**src/rtl/uart_rx_if.sv**
```systemverilog
// Parallel-side bundle of the UART receiver: serial line in, recovered byte
// and status strobes out, plus the FSM state for observation.
//
// Handshake: rx_valid is a single-cycle qualifier for rx_data with no
// backpressure (there is no ready). The consumer must take rx_data in the
// cycle rx_valid is high. rx_data keeps its value afterwards until the next
// good frame. frame_err is a single-cycle strobe and is never high together
// with rx_valid.
interface uart_rx_if #(
  parameter int BIT_MAX = 8
);
  logic               rx;
  logic [BIT_MAX-1:0] rx_data;
  logic               rx_valid;
  logic               frame_err;
  logic               busy;
  logic [1:0]         state;

  // Receiver side: samples the line and drives the parallel outputs.
  modport master (
    input  rx,
    output rx_data,
    output rx_valid,
    output frame_err,
    output busy,
    output state
  );

  // Line driver and byte consumer side.
  modport slave (
    output rx,
    input  rx_data,
    input  rx_valid,
    input  frame_err,
    input  busy,
    input  state
  );
endinterface

```
**src/rtl/uart_rx.sv**
```systemverilog
// 8N1 UART receiver. The line is synchronised, a falling edge arms the FSM,
// the start bit is confirmed at mid-bit, and data bits are then sampled at
// bit centres LSB first. A good stop bit publishes the byte with a one-cycle
// rx_valid. A low stop bit gives a one-cycle frame_err and leaves rx_data
// untouched. A held-low line (break) re-arms only on a new high-to-low edge.
module uart_rx #(
  parameter int BPS_MAX = 5208,
  parameter int BIT_MAX = 8
) (
  input  logic   clk,
  input  logic   rst,
  uart_rx_if.master bus
);

  localparam int CW = $clog2(BPS_MAX);
  localparam int BW = (BIT_MAX > 1) ? $clog2(BIT_MAX) : 1;

  localparam logic [CW-1:0] HALF_LAST = CW'(BPS_MAX / 2 - 1);
  localparam logic [CW-1:0] FULL_LAST = CW'(BPS_MAX - 1);
  localparam logic [BW-1:0] BIT_LAST  = BW'(BIT_MAX - 1);

  typedef enum logic [1:0] {
    IDLE  = 2'd0,
    START = 2'd1,
    DATA  = 2'd2,
    STOP  = 2'd3
  } state_t;

  state_t             state, state_nxt;
  logic               rx_s1, rx_s2, rx_s3;
  logic               fall;
  logic [CW-1:0]      bps_cnt, bps_cnt_nxt;
  logic [BW-1:0]      bit_cnt, bit_cnt_nxt;
  logic [BIT_MAX-1:0] shift, shift_nxt;
  logic [BIT_MAX-1:0] data_q, data_nxt;
  logic               valid_q, valid_nxt;
  logic               err_q, err_nxt;

  // Two-flop synchroniser plus a history flop for edge detection. All three
  // reset high so that an idle line shows no edge when reset is released.
  always_ff @(posedge clk or posedge rst) begin
    if (rst) begin
      rx_s1 <= 1'b1;
      rx_s2 <= 1'b1;
      rx_s3 <= 1'b1;
    end else begin
      rx_s1 <= bus.rx;
      rx_s2 <= rx_s1;
      rx_s3 <= rx_s2;
    end
  end

  assign fall = rx_s3 & ~rx_s2;

  // State, counters, shift register and registered outputs.
  always_ff @(posedge clk or posedge rst) begin
    if (rst) begin
      state   <= IDLE;
      bps_cnt <= '0;
      bit_cnt <= '0;
      shift   <= '0;
      data_q  <= '0;
      valid_q <= 1'b0;
      err_q   <= 1'b0;
    end else begin
      state   <= state_nxt;
      bps_cnt <= bps_cnt_nxt;
      bit_cnt <= bit_cnt_nxt;
      shift   <= shift_nxt;
      data_q  <= data_nxt;
      valid_q <= valid_nxt;
      err_q   <= err_nxt;
    end
  end

  // Next-state logic. Edges matter only in IDLE. Every other state is paced
  // by bps_cnt alone.
  always_comb begin
    state_nxt   = state;
    bps_cnt_nxt = bps_cnt;
    bit_cnt_nxt = bit_cnt;
    shift_nxt   = shift;
    data_nxt    = data_q;
    valid_nxt   = 1'b0;
    err_nxt     = 1'b0;
    case (state)
      IDLE: begin
        bps_cnt_nxt = '0;
        bit_cnt_nxt = '0;
        if (fall) begin
          state_nxt = START;
        end
      end
      START: begin
        if (bps_cnt == HALF_LAST) begin
          bps_cnt_nxt = '0;
          // A line that is high again at mid-bit was a glitch.
          state_nxt   = rx_s2 ? IDLE : DATA;
        end else begin
          bps_cnt_nxt = bps_cnt + 1'b1;
        end
      end
      DATA: begin
        if (bps_cnt == FULL_LAST) begin
          bps_cnt_nxt        = '0;
          shift_nxt[bit_cnt] = rx_s2;
          if (bit_cnt == BIT_LAST) begin
            bit_cnt_nxt = '0;
            state_nxt   = STOP;
          end else begin
            bit_cnt_nxt = bit_cnt + 1'b1;
          end
        end else begin
          bps_cnt_nxt = bps_cnt + 1'b1;
        end
      end
      STOP: begin
        if (bps_cnt == FULL_LAST) begin
          bps_cnt_nxt = '0;
          state_nxt   = IDLE;
          if (rx_s2) begin
            data_nxt  = shift;
            valid_nxt = 1'b1;
          end else begin
            err_nxt   = 1'b1;
          end
        end else begin
          bps_cnt_nxt = bps_cnt + 1'b1;
        end
      end
      default: begin
        state_nxt = IDLE;
      end
    endcase
  end

  assign bus.rx_data   = data_q;
  assign bus.rx_valid  = valid_q;
  assign bus.frame_err = err_q;
  assign bus.busy      = (state != IDLE);
  assign bus.state     = state;

endmodule

```
**src/flat_wrapper.sv**
```systemverilog
// flat-port wrapper written by rule: the top's interface ports become plain ports
module uart_rx_flat 
#(
  parameter int BPS_MAX = 5208,
  parameter int BIT_MAX = 8
)
  (clk, rst, bus_rx, bus_rx_data, bus_rx_valid, bus_frame_err, bus_busy, bus_state);
  uart_rx_if #(.BIT_MAX(BIT_MAX)) bus_i ();
  input  logic clk;
  input  logic rst;
  input wire logic [$bits(bus_i.rx)-1:0] bus_rx;
  output wire logic [$bits(bus_i.rx_data)-1:0] bus_rx_data;
  output wire logic [$bits(bus_i.rx_valid)-1:0] bus_rx_valid;
  output wire logic [$bits(bus_i.frame_err)-1:0] bus_frame_err;
  output wire logic [$bits(bus_i.busy)-1:0] bus_busy;
  output wire logic [$bits(bus_i.state)-1:0] bus_state;
  assign bus_i.rx = bus_rx;
  assign bus_rx_data = bus_i.rx_data;
  assign bus_rx_valid = bus_i.rx_valid;
  assign bus_frame_err = bus_i.frame_err;
  assign bus_busy = bus_i.busy;
  assign bus_state = bus_i.state;
  uart_rx #(.BPS_MAX(BPS_MAX), .BIT_MAX(BIT_MAX)) u_core (.clk(clk), .rst(rst), .bus(bus_i));
endmodule
```
**config.mk**
```make
export PLATFORM = sky130hd
export DESIGN_NAME = uart_rx_flat
export DESIGN_NICKNAME = d
export VERILOG_FILES = /design/src/rtl/uart_rx_if.sv /design/src/rtl/uart_rx.sv /design/src/flat_wrapper.sv
export SDC_FILE = /design/constraint.sdc
export NUM_CORES = 1
export LEC_CHECK = 0
export ABC_AREA = 1
export BUFFER_PORTS_ARGS = -buffer_cell sky130_fd_sc_hd__buf_2
export CELL_PAD_IN_SITES_DETAIL_PLACEMENT = 2
export CELL_PAD_IN_SITES_GLOBAL_PLACEMENT = 2
export CORE_MARGIN = 5
export CORE_UTILIZATION = 36
export CTS_BUF_LIST = sky130_fd_sc_hd__clkbuf_8
export CTS_CLUSTER_DIAMETER = 30
export DETAILED_ROUTE_END_ITERATION = 12
export GPL_TIMING_DRIVEN = 0
export PLACE_DENSITY_LB_ADDON = 0.1
export SLEW_MARGIN = 30
export SYNTH_ARGS = -nofsm -noshare
export SYNTH_HDL_FRONTEND = slang
export SYNTH_SLANG_ARGS = --single-unit
```
**constraint.sdc**
```tcl
create_clock -name clk -period 1.9 [get_ports clk]
set_clock_uncertainty 0.2 [all_clocks]
set_input_delay 0.095 -clock clk [delete_from_list [all_inputs] [get_ports clk]]
set_output_delay 0.095 -clock clk [all_outputs]
set_load 0.05 [all_outputs]
```
==> results.yml <==
run_status:
  status: "completed"
sta:
  drv_slew: 0
  hold_viol_final: 0
  worst_slew_pin_slew_ns: 0.407
  fin_ws_ns: 0.125
  rsz0062_at_grt: "yes"
  fin_crit_sh_pct: 93.4
  relSlewSlack_pct: 72.8
  finalSetupViolCount: 0
  setup_tns_ns: 0
  max_freq_mhz: 563
  finalCriticalPeriod_ns: 1.78
setup_path:
  rrSetupSlack_ns: 0.12
  critPathArrivalTime_ns: 1.76
  path_cells: "ha_4 -> nand2_2 -> nor2_2 -> nand2_1 -> nor2_1 -> xor2_1 -> nor2_1"
  cp.required_ns: 1.88
  worst_path_max_delay_cell: "dfrtp_1"
  slowest_delay_ns: 0.42
  cpMostUsedCell: "nor2_1"
  critPathCaptureType: "flip-flop"
  start_kind: "flip-flop"
  reg2reg_from: "u_core.bps_cnt[0]"
  crit_fanout: 4
  rr_worst_depth: 7
  r2r-end: "u_core.bps_cnt[10]"
  critical_path_class: "flip-flop to flip-flop"
finish:
  fin_area_um2: 2330
  syn_to_final_growth_pct: 19.2
  diodes: 0
  drive_gt1_share_pct: 15.8
  nets: 289
  final_cells: 354
  nFillCells: 623
floorplanning:
  dieArea_um2: 7000
  start_util_pct: 37.5
  top_level_ports: 16
  die_w_um: 83.7
  die_h_um: 83.7
  fp-row-count: 26
  core_um2: 5200
pwr:
  leakage_nw: 1.21
  vdd_ir_drop_max_v: 0.000570
  pwr_density_cell_nw_per_um2: 903
route:
  viasPerCell: 4.90
  drcViolationCount: 0
  vias: 1734
  drtAntennaViolNets: 0
  first_pass_iters: 4
  wl_um: 5250
  drtIter0Drc: 43
  wl_per_cell_um: 14.8
grt:
  grt_usage_pct: 15.3
  grt_pass1_vias: 1816
  grt_max_degree: 24
  grt_overflow: 0
  antenna_found_initial: 0
  grt_pass1_wl_um: 8580
synthesis:
  synth_area_um2: 1950
  yosysTopAreaCell: "dfrtp_1"
  syn_nets: 261
  synthTopCellsByArea: "dfrtp_1 46%, nand2_1 16%, nor2_1 6.7%"
  synth_seq_cells: 39
  synth_cell_type_count: 22
  synthCells: 255
  yosys.area.top_type_share_pct: 46.1
  syn_avg_cell_area_um2: 7.66
  yosysSeqAreaShare_pct: 50.1
  ys.warnings.count: 0
hold_path:
  hold_path.class: "input port to asynchronous set/reset pin"
clock_tree:
  cts_buffers: 5
  clockBufferDepth: 2
  clk_pin_slew_ns: 0.08
  cts_root_buffer: "clkbuf_8"
  cts_sinks: 39
  cts_tree: "yes"
  clock_latency_ns: 0.29
  htreeDepth: 2
run:
  max_cap_violations: 0
place:
  preCtsSetupSlack_ns: -0.124
  portBuffers: 15
  dp_cells: 341
  placed_area_um2: 2140
  dpl.hpwl_um: 3910
  place_congestion: 0.758
layout make-up:
cell class / count / area (µm²) / area share, %
sequential: 39 / 980 / 42.1
clock buffer: 6 / 82.6 / 3.54
tap: 70 / 87.6 / 3.76
buffer: 4 / 28.8 / 1.24
inverter: 33 / 125 / 5.37
timing repair buffer: 21 / 145 / 6.23
clock inverter: 2 / 35.0 / 1.50
multi-input combinational: 179 / 846 / 36.3
state kept, by name (all words and copies together), names as in the netlist, named ones only:
name,cells
u_core.bps_cnt,13
u_core.bus.rx_data,8
u_core.shift,8
u_core.bit_cnt,3
u_core.bus.frame_err,1
u_core.bus.rx_valid,1
u_core.bus.state,1
u_core.rx_s1,1
u_core.rx_s2,1
u_core.rx_s3,1
timing repair:
| action | in CTS | in global routing |
|---|---|---|
| hold buffers | 2 | 0 |
| endpoints found under the hold margin | 40 | 0 |
| pin swaps | 0 | 1 |
| setup buffers | 0 | 3 |
| resized for setup | 2 | 4 |
| setup endpoints to repair | 10 | 31 |
worst max-delay path by stage:
| stage | start | to | slack [ns] | cells past startpoint |
|---|---|---|---|---|
| finish | u_core.bps_cnt[0] | u_core.bps_cnt[10] | 0.12 | 7 |
| global route | u_core.bps_cnt[0] | u_core.bus.rx_data[1] | -0.005 | 8 |
| CTS | u_core.bps_cnt[0] | u_core.bps_cnt[10] | -0.05 | 7 |
| detailed placement | u_core.bps_cnt[0] | u_core.bus.state[0] | -0.12 | 9 |
| global placement | u_core.bps_cnt[0] | u_core.bus.state[0] | -0.09 | 9 |
| floorplan | flip-flop | u_core.shift[0] | 0.12 | 8 |
placed cells by master, fill, tap and decap left out, types with 3 or more instances in the layout:
cell type,instances
nand2_1,82
dfrtp_1,36
nor2_1,34
inv_1,30
nand3_1,18
buf_2,17
nand4_1,12
o21ai_0,7
clkbuf_8,6
nor3_1,5
a21oi_1,5
buf_4,4
xor2_1,4
nand2_2,3
dfstp_2,3
layer usage:
| metal | share of wire, % | GRT usage (%) | vias up |
|---|---|---|---|
| met3 | 3.0 | 2.86 | 6 |
| met2 | 47 | 25.2 | 22 |
| met1 | 49 | 20.5 | 849 |
| li1 | - | - | 857 |
| met4 | 1.0 | 4.39 | 0 |
| met5 | 0 | 0 | - |
metrics by stage:
step	total power [mW]	hold slack, ns	utilization, %
3_5_place_dp	1.36	-0.0865	41.2
6_report	2.10	0.138	44.8
5_1_grt	2.23	0.171	44.8
3_3_place_gp	1.33	-0.0000947	40.7
4_1_cts	2.09	0.154	44.0
2_1_floorplan	1.24	-0.101	-
synth_stat cells:
cell type and n:
clkinv_2 1, nand3_2 1, inv_1 31, dfrtp_1 36
nor3_1 5, buf_4 1, nor3_2 1, dfstp_2 3
buf_2 2, nand3_1 18, o31ai_1 1, nand2_1 84
nor2_4 1, nor2_1 35, clkinv_1 1, o21ai_0 7
ha_1 3, xor2_1 4, buf_6 1, nand4_1 12
nand2_2 2, a21oi_1 5
worst max-delay path, delay by kind of cell (launching register included):
kind                       cells  cell delay, ns
xor gates and xnor gates       1            0.19
DFF                            1            0.42
and+or+nand+nor                5            0.67
adders and majority gates      1            0.18
kinds of logic after synthesis:
group | count (synthesis) | share of synthesized area, %
adders and majority gates | 3 | 1.92
xor gates and xnor gates | 4 | 1.79
and+or+nand+nor | 159 | 34.8
buffers and inverters | 37 | 7.87
DFF | 39 | 50.1
AOI/OAI and AO/OA | 13 | 3.46
power breakdown:
part	total, mW	internal, mW	switching (mW)	leakage [nW]
sequential	0.970	0.892	0.0773	0.523
combinational	0.416	0.144	0.272	0.624
clock	0.718	0.425	0.293	0.0612
total	2.10	1.46	0.642	1.21
Note: power is estimated with default switching activity, not from simulation.
